[src/rtl/adder_64b_if.sv]
// Operand/result bundle for the registered 64-bit adder/subtractor.
// The master drives operands and consumes results; the adder is the slave.
interface adder_64b_if;
    logic [63:0] a;
    logic [63:0] b;
    logic        sub;
    logic        in_valid;
    logic [63:0] s;
    logic        c_o;
    logic        out_valid;

    modport master (
        output a, b, sub, in_valid,
        input  s, c_o, out_valid
    );

    modport slave (
        input  a, b, sub, in_valid,
        output s, c_o, out_valid
    );
endinterface

[src/rtl/adder_64b.sv]
// Registered 64-bit add/subtract built from a two-level 4-bit carry-lookahead tree.
// One-cycle latency, one operation per clock; carry-out is bit 64 of the exact sum.
module adder_64b (
    input  logic        clk,
    input  logic        rst_n,
    adder_64b_if.slave  bus
);

    // Group generate: carry out of a 4-bit slice assuming zero carry-in.
    function automatic logic la_gen(input logic [3:0] g, input logic [3:0] p);
        return g[3] | (p[3] & g[2]) | (p[3] & p[2] & g[1]) | (p[3] & p[2] & p[1] & g[0]);
    endfunction

    // Internal carries c1..c3 of a 4-wide lookahead block, flattened to sum-of-products.
    function automatic logic [2:0] la_carry(input logic [3:0] g, input logic [3:0] p,
                                            input logic ci);
        logic c1, c2, c3;
        c1 = g[0] | (p[0] & ci);
        c2 = g[1] | (p[1] & g[0]) | (p[1] & p[0] & ci);
        c3 = g[2] | (p[2] & g[1]) | (p[2] & p[1] & g[0]) | (p[2] & p[1] & p[0] & ci);
        return {c3, c2, c1};
    endfunction

    function automatic logic la_cout(input logic [3:0] g, input logic [3:0] p,
                                     input logic ci);
        return la_gen(g, p) | ((&p) & ci);
    endfunction

    logic [63:0] bx;
    logic [63:0] bit_g;
    logic [63:0] bit_p;
    logic [15:0] grp_g;
    logic [15:0] grp_p;
    logic [3:0]  blk_g;
    logic [3:0]  blk_p;
    logic [3:0]  blk_c;
    logic [15:0] grp_c;
    logic [63:0] bit_c;
    logic [63:0] s_next;
    logic        c_o_next;

    logic [63:0] s_d, s_q;
    logic        c_o_d, c_o_q;
    logic        out_valid_d, out_valid_q;

    always_comb begin
        bx       = bus.b ^ {64{bus.sub}};
        bit_g    = bus.a & bx;
        bit_p    = bus.a ^ bx;
        grp_g    = '0;
        grp_p    = '0;
        blk_g    = '0;
        blk_p    = '0;
        grp_c    = '0;
        bit_c    = '0;

        for (int grp = 0; grp < 16; grp++) begin
            grp_g[grp] = la_gen(bit_g[4*grp +: 4], bit_p[4*grp +: 4]);
            grp_p[grp] = &bit_p[4*grp +: 4];
        end

        for (int blk = 0; blk < 4; blk++) begin
            blk_g[blk] = la_gen(grp_g[4*blk +: 4], grp_p[4*blk +: 4]);
            blk_p[blk] = &grp_p[4*blk +: 4];
        end

        // Top level: subtract enters as the carry-in of the whole tree.
        blk_c    = {la_carry(blk_g, blk_p, bus.sub), bus.sub};
        c_o_next = la_cout(blk_g, blk_p, bus.sub);

        for (int blk = 0; blk < 4; blk++) begin
            grp_c[4*blk +: 4] = {la_carry(grp_g[4*blk +: 4], grp_p[4*blk +: 4], blk_c[blk]),
                                 blk_c[blk]};
        end

        for (int grp = 0; grp < 16; grp++) begin
            bit_c[4*grp +: 4] = {la_carry(bit_g[4*grp +: 4], bit_p[4*grp +: 4], grp_c[grp]),
                                 grp_c[grp]};
        end

        s_next = bit_p ^ bit_c;
    end

    always_comb begin
        s_d         = s_q;
        c_o_d       = c_o_q;
        out_valid_d = bus.in_valid;
        if (bus.in_valid) begin
            s_d   = s_next;
            c_o_d = c_o_next;
        end
    end

    always_ff @(posedge clk or negedge rst_n) begin
        if (!rst_n) begin
            s_q         <= '0;
            c_o_q       <= 1'b0;
            out_valid_q <= 1'b0;
        end else begin
            s_q         <= s_d;
            c_o_q       <= c_o_d;
            out_valid_q <= out_valid_d;
        end
    end

    assign bus.s         = s_q;
    assign bus.c_o       = c_o_q;
    assign bus.out_valid = out_valid_q;

endmodule

[src/flat_wrapper.sv]
// flat-port wrapper written by rule: the top's interface ports become plain ports
module adder_64b_flat 
  (clk, rst_n, bus_a, bus_b, bus_sub, bus_in_valid, bus_s, bus_c_o, bus_out_valid);
  adder_64b_if bus_i ();
  input  logic clk;
  input  logic rst_n;
  input wire logic [$bits(bus_i.a)-1:0] bus_a;
  input wire logic [$bits(bus_i.b)-1:0] bus_b;
  input wire logic [$bits(bus_i.sub)-1:0] bus_sub;
  input wire logic [$bits(bus_i.in_valid)-1:0] bus_in_valid;
  output wire logic [$bits(bus_i.s)-1:0] bus_s;
  output wire logic [$bits(bus_i.c_o)-1:0] bus_c_o;
  output wire logic [$bits(bus_i.out_valid)-1:0] bus_out_valid;
  assign bus_i.a = bus_a;
  assign bus_i.b = bus_b;
  assign bus_i.sub = bus_sub;
  assign bus_i.in_valid = bus_in_valid;
  assign bus_s = bus_i.s;
  assign bus_c_o = bus_i.c_o;
  assign bus_out_valid = bus_i.out_valid;
  adder_64b u_core (.clk(clk), .rst_n(rst_n), .bus(bus_i));
endmodule
[config.mk]
export PLATFORM = sky130hd
export DESIGN_NAME = adder_64b_flat
export DESIGN_NICKNAME = d
export VERILOG_FILES = /design/src/rtl/adder_64b_if.sv /design/src/rtl/adder_64b.sv /design/src/flat_wrapper.sv
export SDC_FILE = /design/constraint.sdc
export NUM_CORES = 1
export LEC_CHECK = 0
export CORE_MARGIN = 10
export CORE_UTILIZATION = 47
export DETAILED_ROUTE_END_ITERATION = 6
export PLACE_DENSITY_LB_ADDON = 0.1
export SLEW_MARGIN = 20
export SYNTH_ARGS = -nofsm -noshare
export SYNTH_HDL_FRONTEND = slang
export SYNTH_SLANG_ARGS = --single-unit
[constraint.sdc]
create_clock -name clk -period 1.2 [get_ports clk]
set_input_delay 0.24 -clock clk [delete_from_list [all_inputs] [get_ports clk]]
set_output_delay 0.24 -clock clk [all_outputs]
set_load 0.03 [all_outputs]
=== Yosys cells after proc, flatten, opt, wreduce, memory -nomap -nowiden ===
Index checks and enable logic that the tools add are counted.

* Bitwise logic cells: 489
* Reduce and logical (&&, ||, !) cells: 21

{| class="wikitable"
|+ Operator list
! kind !! number
|-
| AND 1 bit || 295
|-
| XOR 64 bit || 3
|-
| bitwise OR 1 bit || 190
|-
| AND 64 bit || 1
|-
| AND reduction 16 bit || 4
|-
| AND reduction 4 bit || 16
|-
| AND reduction 64 bit || 1
|}

* Register bits after elaboration: 66
* Input bits: 132

=== Longest topological paths before layout ===
Gate-level depths: netlist of run 1.

* Depth after elaboration: 19
* Depth in mapped cells: 16
* Mapped depth without buffers: 13

=== Worst setup path after synthesis of run 1 ===
OpenSTA, ideal clock, no wires.

* Path kind: input -> register
* Start: input bus_sub
* End: register u_core.s_q[61] (netlist: u_core.bus.s[61])
* Arrival: 3,887 ps
* Required time: 1,075 ps
* Slack: -2,811 ps
* Stages on the path: 15
* Buffers on the path: 3
* Cells stage by stage: buf_2 clkbuf_1 clkbuf_1 xor2_1 ha_1 and4_1 o211ai_1 a311oi_4 o211ai_2 a21o_2 a31oi_1 a21oi_1 fa_1 xnor2_1 mux2_2

* Word-level cells in the longest chain between the ends: 19
* Elaborated cells between the ends (all ways): 181

{| class="wikitable"
|+ Ends and longest elaborated chain
! item !! RTL line !! text
|-
| start: declaration || flat_wrapper.sv:9 || <nowiki>input wire logic [$bits(bus_i.sub)-1:0] bus_sub;</nowiki>
|-
| XOR 64 bit || adder_64b.sv:47 || <nowiki>bx = bus.b ^ {64{bus.sub}};</nowiki>
|-
| XOR 64 bit or AND 64 bit (tied branches) || adder_64b.sv:49, adder_64b.sv:48 ||
|-
| AND 1 bit || adder_64b.sv:11 || <nowiki>return g[3] | (p[3] & g[2]) | (p[3] & p[2] & g[1]) | (p[3] & p[2] & p[1] & g[0]);</nowiki>
|-
| bitwise OR 1 bit or AND 1 bit (tied branches) (2 in series) || adder_64b.sv:11 ||
|-
| bitwise OR 1 bit || adder_64b.sv:11 ||
|-
| AND 1 bit || adder_64b.sv:11 ||
|-
| bitwise OR 1 bit (3 in series) || adder_64b.sv:11 ||
|-
| AND 1 bit || adder_64b.sv:20 || <nowiki>c3 = g[2] | (p[2] & g[1]) | (p[2] & p[1] & g[0]) | (p[2] & p[1] & p[0] & ci);</nowiki>
|-
| bitwise OR 1 bit (3 in series) || adder_64b.sv:20 ||
|-
| AND 1 bit || adder_64b.sv:20 ||
|-
| bitwise OR 1 bit || adder_64b.sv:20 ||
|-
| AND 1 bit || adder_64b.sv:18 || <nowiki>c1 = g[0] | (p[0] & ci);</nowiki>
|-
| bitwise OR 1 bit || adder_64b.sv:18 ||
|-
| XOR 64 bit (*) || adder_64b.sv:81 || <nowiki>s_next = bit_p ^ bit_c;</nowiki>
|-
| end signal: assignment || adder_64b.sv:96 || <nowiki>s_q <= '0;</nowiki>
|-
| end signal: assignment || adder_64b.sv:100 || <nowiki>s_q <= s_d;</nowiki>
|-
| end: declaration || adder_64b.sv:42 || <nowiki>logic [63:0] s_d, s_q;</nowiki>
|}

Mark *: on every way between the ends. The rest lies on a longest branch, timed or not.
A chain may end at the register's enable or synchronous reset.

=== Final worst setup path of run 1 ===
Ends and elaborated chain as after synthesis.

==> metrics.yaml, run 1 <==
synthesis.nets: 817
start_kind: "input pin"
initial_core_util: 0.485
setup_ws_ps: -1900
clock_sinks: 66
synth_largest_area_cell: "dfrtp_1"
area_growth_pct: 85.1
post-dp-hpwl_um: 15600
die_h_um: 132
power-per-cell-area_nw_per_um2: 1480
post-route-period-util: 2.58
placed_area_um2: 9180
synthCells: 606
grt_pass1_wl_um: 35100
rsz0062_at_grt: "true"
setup_viol: 68
overflow: 0
drv_slew: 0
cts.htree.levels: 3
crit_buf_inv: 2
synth-edff-count: 0
fin_total_pwr_mw: 16.1
grt_max_degree: 67
synth_top_area_frac: 0.280
netlist_top_cells_area: "dfrtp_1, ha_1, xor2_1, mux2_2, fa_1"
row_count: 40
cp.arrival_ps: 3340
drc_errors: 0
chipWidth_um: 132
preCtsSetupSlack_ps: -2290
drv_cap: 0
final_antenna_net_count: 0
p_leak_nw: 5.15
synth_seq_cells: 66
hold_class: "in -> reg"
avgSynthCellArea_um2: 9.74
antenna_found_initial: 0
wirelength_um: 26600
cp_slowest_stage_delay_ps: 360
cts_buffer_depth: 2
tns_ps: -99520
drt_iter0_markers: 469
status: "complete, but fails checks"
vias: 6615
design_area_um2: 10900
slowest_stage: "fa_2"
seq_area_frac_synth: 0.280
io_pins: 198
vias_per_cell: 5.60
dieArea_um2: 17400
finalNetCount: 1219
grt_usage: 0.245
clk_latency_ps: 340
yosysWarnings: 0
detail_route.first_pass.iterations: 5
fillCellCount: 534
worst_slew_pin_slew_ps: 402
hold_viol: 0
violations: "negative setup slack"
layout.cells.non_filler: 1181
ys_types: 65
worstSetupPathType: "in -> reg"
dp_cells: 1093
cts.clk_slew.worst_paths_ps: 60
cts_tree: "done"
portBuffers: 197
relSlewSlack: 0.732
place_congestion: 0.956
finClkSkew_ps: 0
ys_async_sr_fraction: 1.00
endpoint_kind: "flop"
drive_gt1_frac: 0.468
critPathRequiredTime_ps: 1440
synth_area_um2: 5900
core_area_um2: 12200
period_minus_slack_ps: 3100
num_antenna_cells: 0
cts_root_buffer: "clkbuf_16"
max_freq_mhz: 322
critical_path.top_delay_family: "compound AO/OA/AOI/OAI gates"
crit_fanout: 8
synth_ff_type: "dfrtp_1"
wire_per_inst_um: 22.5
grt_pass1_vias: 7054
vdd_drop_max_mv: 1.22
cts_made_buffers: 9
crit_chain: "buf_16 -> buf_12 -> xor2_2 -> ha_1 -> nand4_1 -> nor2_4 -> nand2_4 -> a311oi_4 -> o211ai_2 -> a21o_2 -> a31oi_4 -> a21oi_2 -> fa_2 -> xnor2_1 -> mux2_2"
[what timing repair did]
| item | 4_1_cts | 5_1_grt |
|---|---|---|
| cloned | 4 | 1 |
| buffers inserted | 48 | 23 |
| hold endpoints to repair | 66 | 0 |
| resized for setup | 111 | 91 |
| hold buffers | 1 | 0 |
| pin swaps | 115 | 70 |
| setup endpoints to repair | 64 | 68 |
[per-layer routing]
layer	vias to the layer above	global-route usage	routed length, um
li1	2930	-	-
met1	3228	0.254	9540
met2	353	0.450	13900
met3	104	0.0705	1810
met4	0	0.0995	1330
met5	-	0	0
[layout by cell type (no fill, tap or decap), types with 4 or more instances in the layout]
master,Yosys,routed
buf_4,0,237
a21oi_2,4,20
nand2_1,48,41
nor2b_1,6,5
nand4_1,9,9
xor2_2,0,10
inv_1,47,43
a21o_1,10,10
mux2_4,0,21
a31oi_4,1,4
o21ai_4,0,6
dfrtp_1,66,66
clkbuf_16,0,10
xor2_1,71,60
ha_4,0,6
o21a_1,8,7
nand2_2,1,5
fa_2,0,14
o211ai_1,5,5
or4_1,4,4
a21oi_1,30,11
inv_2,0,4
dlygate4sd2_1,0,33
nand3_1,12,9
nor2_1,16,8
buf_16,0,4
mux2_2,37,16
clkdlybuf4s50_1,0,93
o21ai_2,0,11
ha_1,64,54
nor2_4,0,4
nor2_2,1,5
buf_12,0,14
buf_6,0,21
o21ai_1,4,9
xnor2_1,32,30
ha_2,0,4
[final cells by class]
type	instances	area [um2]	area share
Multi-Input combinational cell	473	4790	0.438
Timing Repair Buffer	410	3740	0.342
Tap cell	168	210	0.0192
Clock buffer	11	253	0.0231
Sequential cell	66	1650	0.151
Clock inverter	5	100	0.00916
Inverter	48	183	0.0167
[cell families (layout without fill, tap and decap cells)]
group                    count (synthesis)  after routing  share of synthesized area
XOR/XNOR                               103            103                      0.153
multiplexers                            38             38                     0.0723
AO/OA/AOI/OAI                          130            130                      0.159
AND/OR/NAND/NOR                        123            123                      0.105
flip-flops                              66             66                      0.280
adder cells (fa/ha/maj)                 79             79                      0.187
buffers and inverters                   67            474                     0.0447
[path summary, 6_finish.rpt]
path                                  start                    to  slack [ps]  depth (start not counted)
min in group asynchronous             rst_n      u_core.bus.s[27]         440                          3
hold / removal                 bus_in_valid  u_core.bus.out_valid         410                          3
setup reg to reg           u_core.bus.s[46]      u_core.bus.s[46]         250                          3
hold reg to reg            u_core.bus.s[40]      u_core.bus.s[40]         490                          2
setup / recovery                    bus_sub      u_core.bus.s[61]       -1900                         15
max in group asynchronous             rst_n      u_core.bus.s[41]         430                          3
[registers in the layout, summed over array words and instances, names as in the netlist]
register	cells
u_core.bus.out_valid	1
u_core.bus.c_o	1
u_core.bus.s	64
[report_power, final]
part	internal, mW	switching [mW]	total (mW)
Combinational	4.64	4.75	9.39
Clock	2.14	1.08	3.22
Sequential	2.94	0.579	3.52
[cells in the mapped netlist, types with 5 or more instances]
master	n
a21oi_1	30
dfrtp_1	66
o21a_1	8
nand3_1	12
o21ai_0	25
clkbuf_1	11
a31oi_1	6
nor2b_1	6
nand4_1	9
ha_1	64
buf_1	5
fa_1	15
a21o_1	10
o211ai_1	5
nand2_1	48
xor2_1	71
xnor2_1	32
mux2_2	37
nor2_1	16
o21bai_1	5
inv_1	47
[worst register-to-register path, cell delays in order, from the launching register on]
cell	delay [ps]
dfrtp_1	380
nor2b_1	130
a31oi_1	180
o311ai_2	130
[through the flow]
step                hold WS (ps)  utilization
floorplan                  -55.6            -
global placement             294        0.755
detailed placement           294        0.755
CTS                          354        0.846
global route                 403        0.898
finish                       415        0.898
Power figures use the tool's default switching activity.
==> run 2, diff against run 1 <==
--- a/config.mk
+++ b/config.mk
@@ -13,3 +13,4 @@
 export SYNTH_ARGS = -nofsm -noshare
 export SYNTH_HDL_FRONTEND = slang
 export SYNTH_SLANG_ARGS = --single-unit
+export TNS_END_PERCENT = 50
==> metrics.yaml, run 2 (synthesis gave the netlist of run 1 again) <==
status: "complete, but fails checks"
violations: "negative setup slack"
initial_core_util: 0.485
post-dp-hpwl_um: 15300
route.met3.wl_um: 1920
vdd_drop_max_mv: 1.03
final_common_cell: "buf_4"
portBuffers: 197
placed_area_um2: 9040
clock_sinks: 66
switching_power_mw: 6.32
vias_per_cell: 5.69
cts_tree: "done"
cts_root_buffer: "clkbuf_16"
swShare: 0.413
dieArea_um2: 17400
wirelength_um: 26900
worstSetupPathType: "in -> reg"
drt_iter0_markers: 474
dp_cells: 1081
grt_usage: 0.271
cts.clk_slew.worst_paths_ps: 60
ff2ff_path_depth: 2
die_h_um: 132
largest_register_ffs: 64
crit_fanout: 8
drv_slew: 0
drive_gt1_frac: 0.460
max_freq_mhz: 319
post-route-period-util: 2.61
critPathRequiredTime_ps: 1460
power-per-cell-area_nw_per_um2: 1410
top_layer_used: "met4"
start_kind: "input pin"
final_antenna_net_count: 0
layout.cells.non_filler: 1178
grt_max_degree: 30
fin_util: 0.890
hold_viol: 0
vias: 6701
drc_errors: 0
clk_latency_ps: 340
area_growth_pct: 83.4
num_antenna_cells: 0
endpoint_kind: "flop"
rsz0062_at_grt: "true"
drv_cap: 0
setup_viol: 65
final_cell_mix: "buf_4, clkdlybuf4s50_1, dfrtp_1"
relSlewSlack: 0.707
preCtsSetupSlack_ps: -2300
period_minus_slack_ps: 3130
reg2reg_setup_slack_ps: 190
wire_per_inst_um: 22.8
clkPwrFrac: 0.162
overflow: 0
io_pins: 198
finalNetCount: 1218
core_area_um2: 12200
place_congestion: 0.939
comb_power_share: 0.609
p_leak_nw: 5.11
p_int_mw: 8.98
detail_route.first_pass.iterations: 5
finClkSkew_ps: 0
reg2reg_to: "u_core.bus.c_o"
hold_class: "in -> async"
cts.htree.levels: 3
r2r-start: "u_core.bus.c_o"
whs_ps: 293
pwr-share-seq: 0.229
grt_pass1_wl_um: 38400
cts_made_buffers: 9
met2_length_um: 13800
antenna_found_initial: 0
wl_met1_um: 9540
chipWidth_um: 132
cts_buffer_depth: 2
grt_pass1_vias: 7312
setup_ws_ps: -1930
design_area_um2: 10800
row_count: 40
worst_slew_pin_slew_ps: 437
cp.arrival_ps: 3400
## run 2: cell count changes in the layout (fill, tap and decap cells not counted), sizes merged
cell,previous run,this run
dlymetal6s2s,1,5
clkdlybuf4s15,1,0
clkbuf,12,14
clkinv,2,0
dlygate4sd2,33,37
clkdlybuf4s50,93,86
bufinv,3,0
## run 2: worst max-delay path by stage
stage               startpoint                to  slack [ps]  cells after the start
floorplan              bus_sub  u_core.bus.s[61]       -2190                     15
global placement     bus_b[33]  u_core.bus.s[61]       -2270                     14
detailed placement   bus_b[33]  u_core.bus.s[61]       -2300                     14
CTS                    bus_sub  u_core.bus.s[61]       -1740                     15
global route           bus_sub  u_core.bus.s[60]       -2020                     14
finish                 bus_sub  u_core.bus.s[60]       -1930                     14
## run 2: layout make-up
cell class              instances  area (um2)
multi-input cells             473        4770
repair buffers                409        3760
flip-flops and latches         66        1650
fillers                       553        1340
clock buffers                  14         254
well taps                     168         210
inverters                      48         180
## run 2: timing repair
item	4_1_cts	5_1_grt
hold endpoints to repair	52	0
endpoints found under the setup margin	65	67
cloned	5	0
gates resized for setup	157	71
pin swaps	123	63
hold buffers	1	0
buffers inserted	69	18
## run 2: per-stage QoR
stage          TNS, ps  power, mW
3_3_place_gp   -120030       10.7
4_1_cts         -87100       14.3
5_1_grt        -100980       16.0
3_5_place_dp   -123240       10.9
2_1_floorplan  -103970       7.48
6_report        -97140       15.3
## run 2: critical path: stages
cell      delay (ps)
buf_16           130
buf_16           160
xor2_1           150
ha_1             260
a21oi_2          170
o21ai_1          130
a211o_1          330
a2111o_1         500
o211ai_2         200
a21o_2           190
a31oi_4           90
a21oi_2          190
fa_2             480
o21ai_1          150
## run 2: layer usage
layer,vias to the layer above,global-route usage
met5,-,0
met4,0,0.152
met3,145,0.0694
met2,416,0.486
met1,3207,0.281
li1,2933,-
## run 2: power by group through the flow
stage | combinational [mW] | clock (mW) | sequential, mW
after detailed placement | 7.45 | 0 | 3.45
after global routing | 9.82 | 2.60 | 3.56
after floorplan | 2.73 | 0 | 4.75
after CTS | 8.42 | 2.44 | 3.43
after global placement | 7.29 | 0 | 3.43
final | 9.33 | 2.48 | 3.50
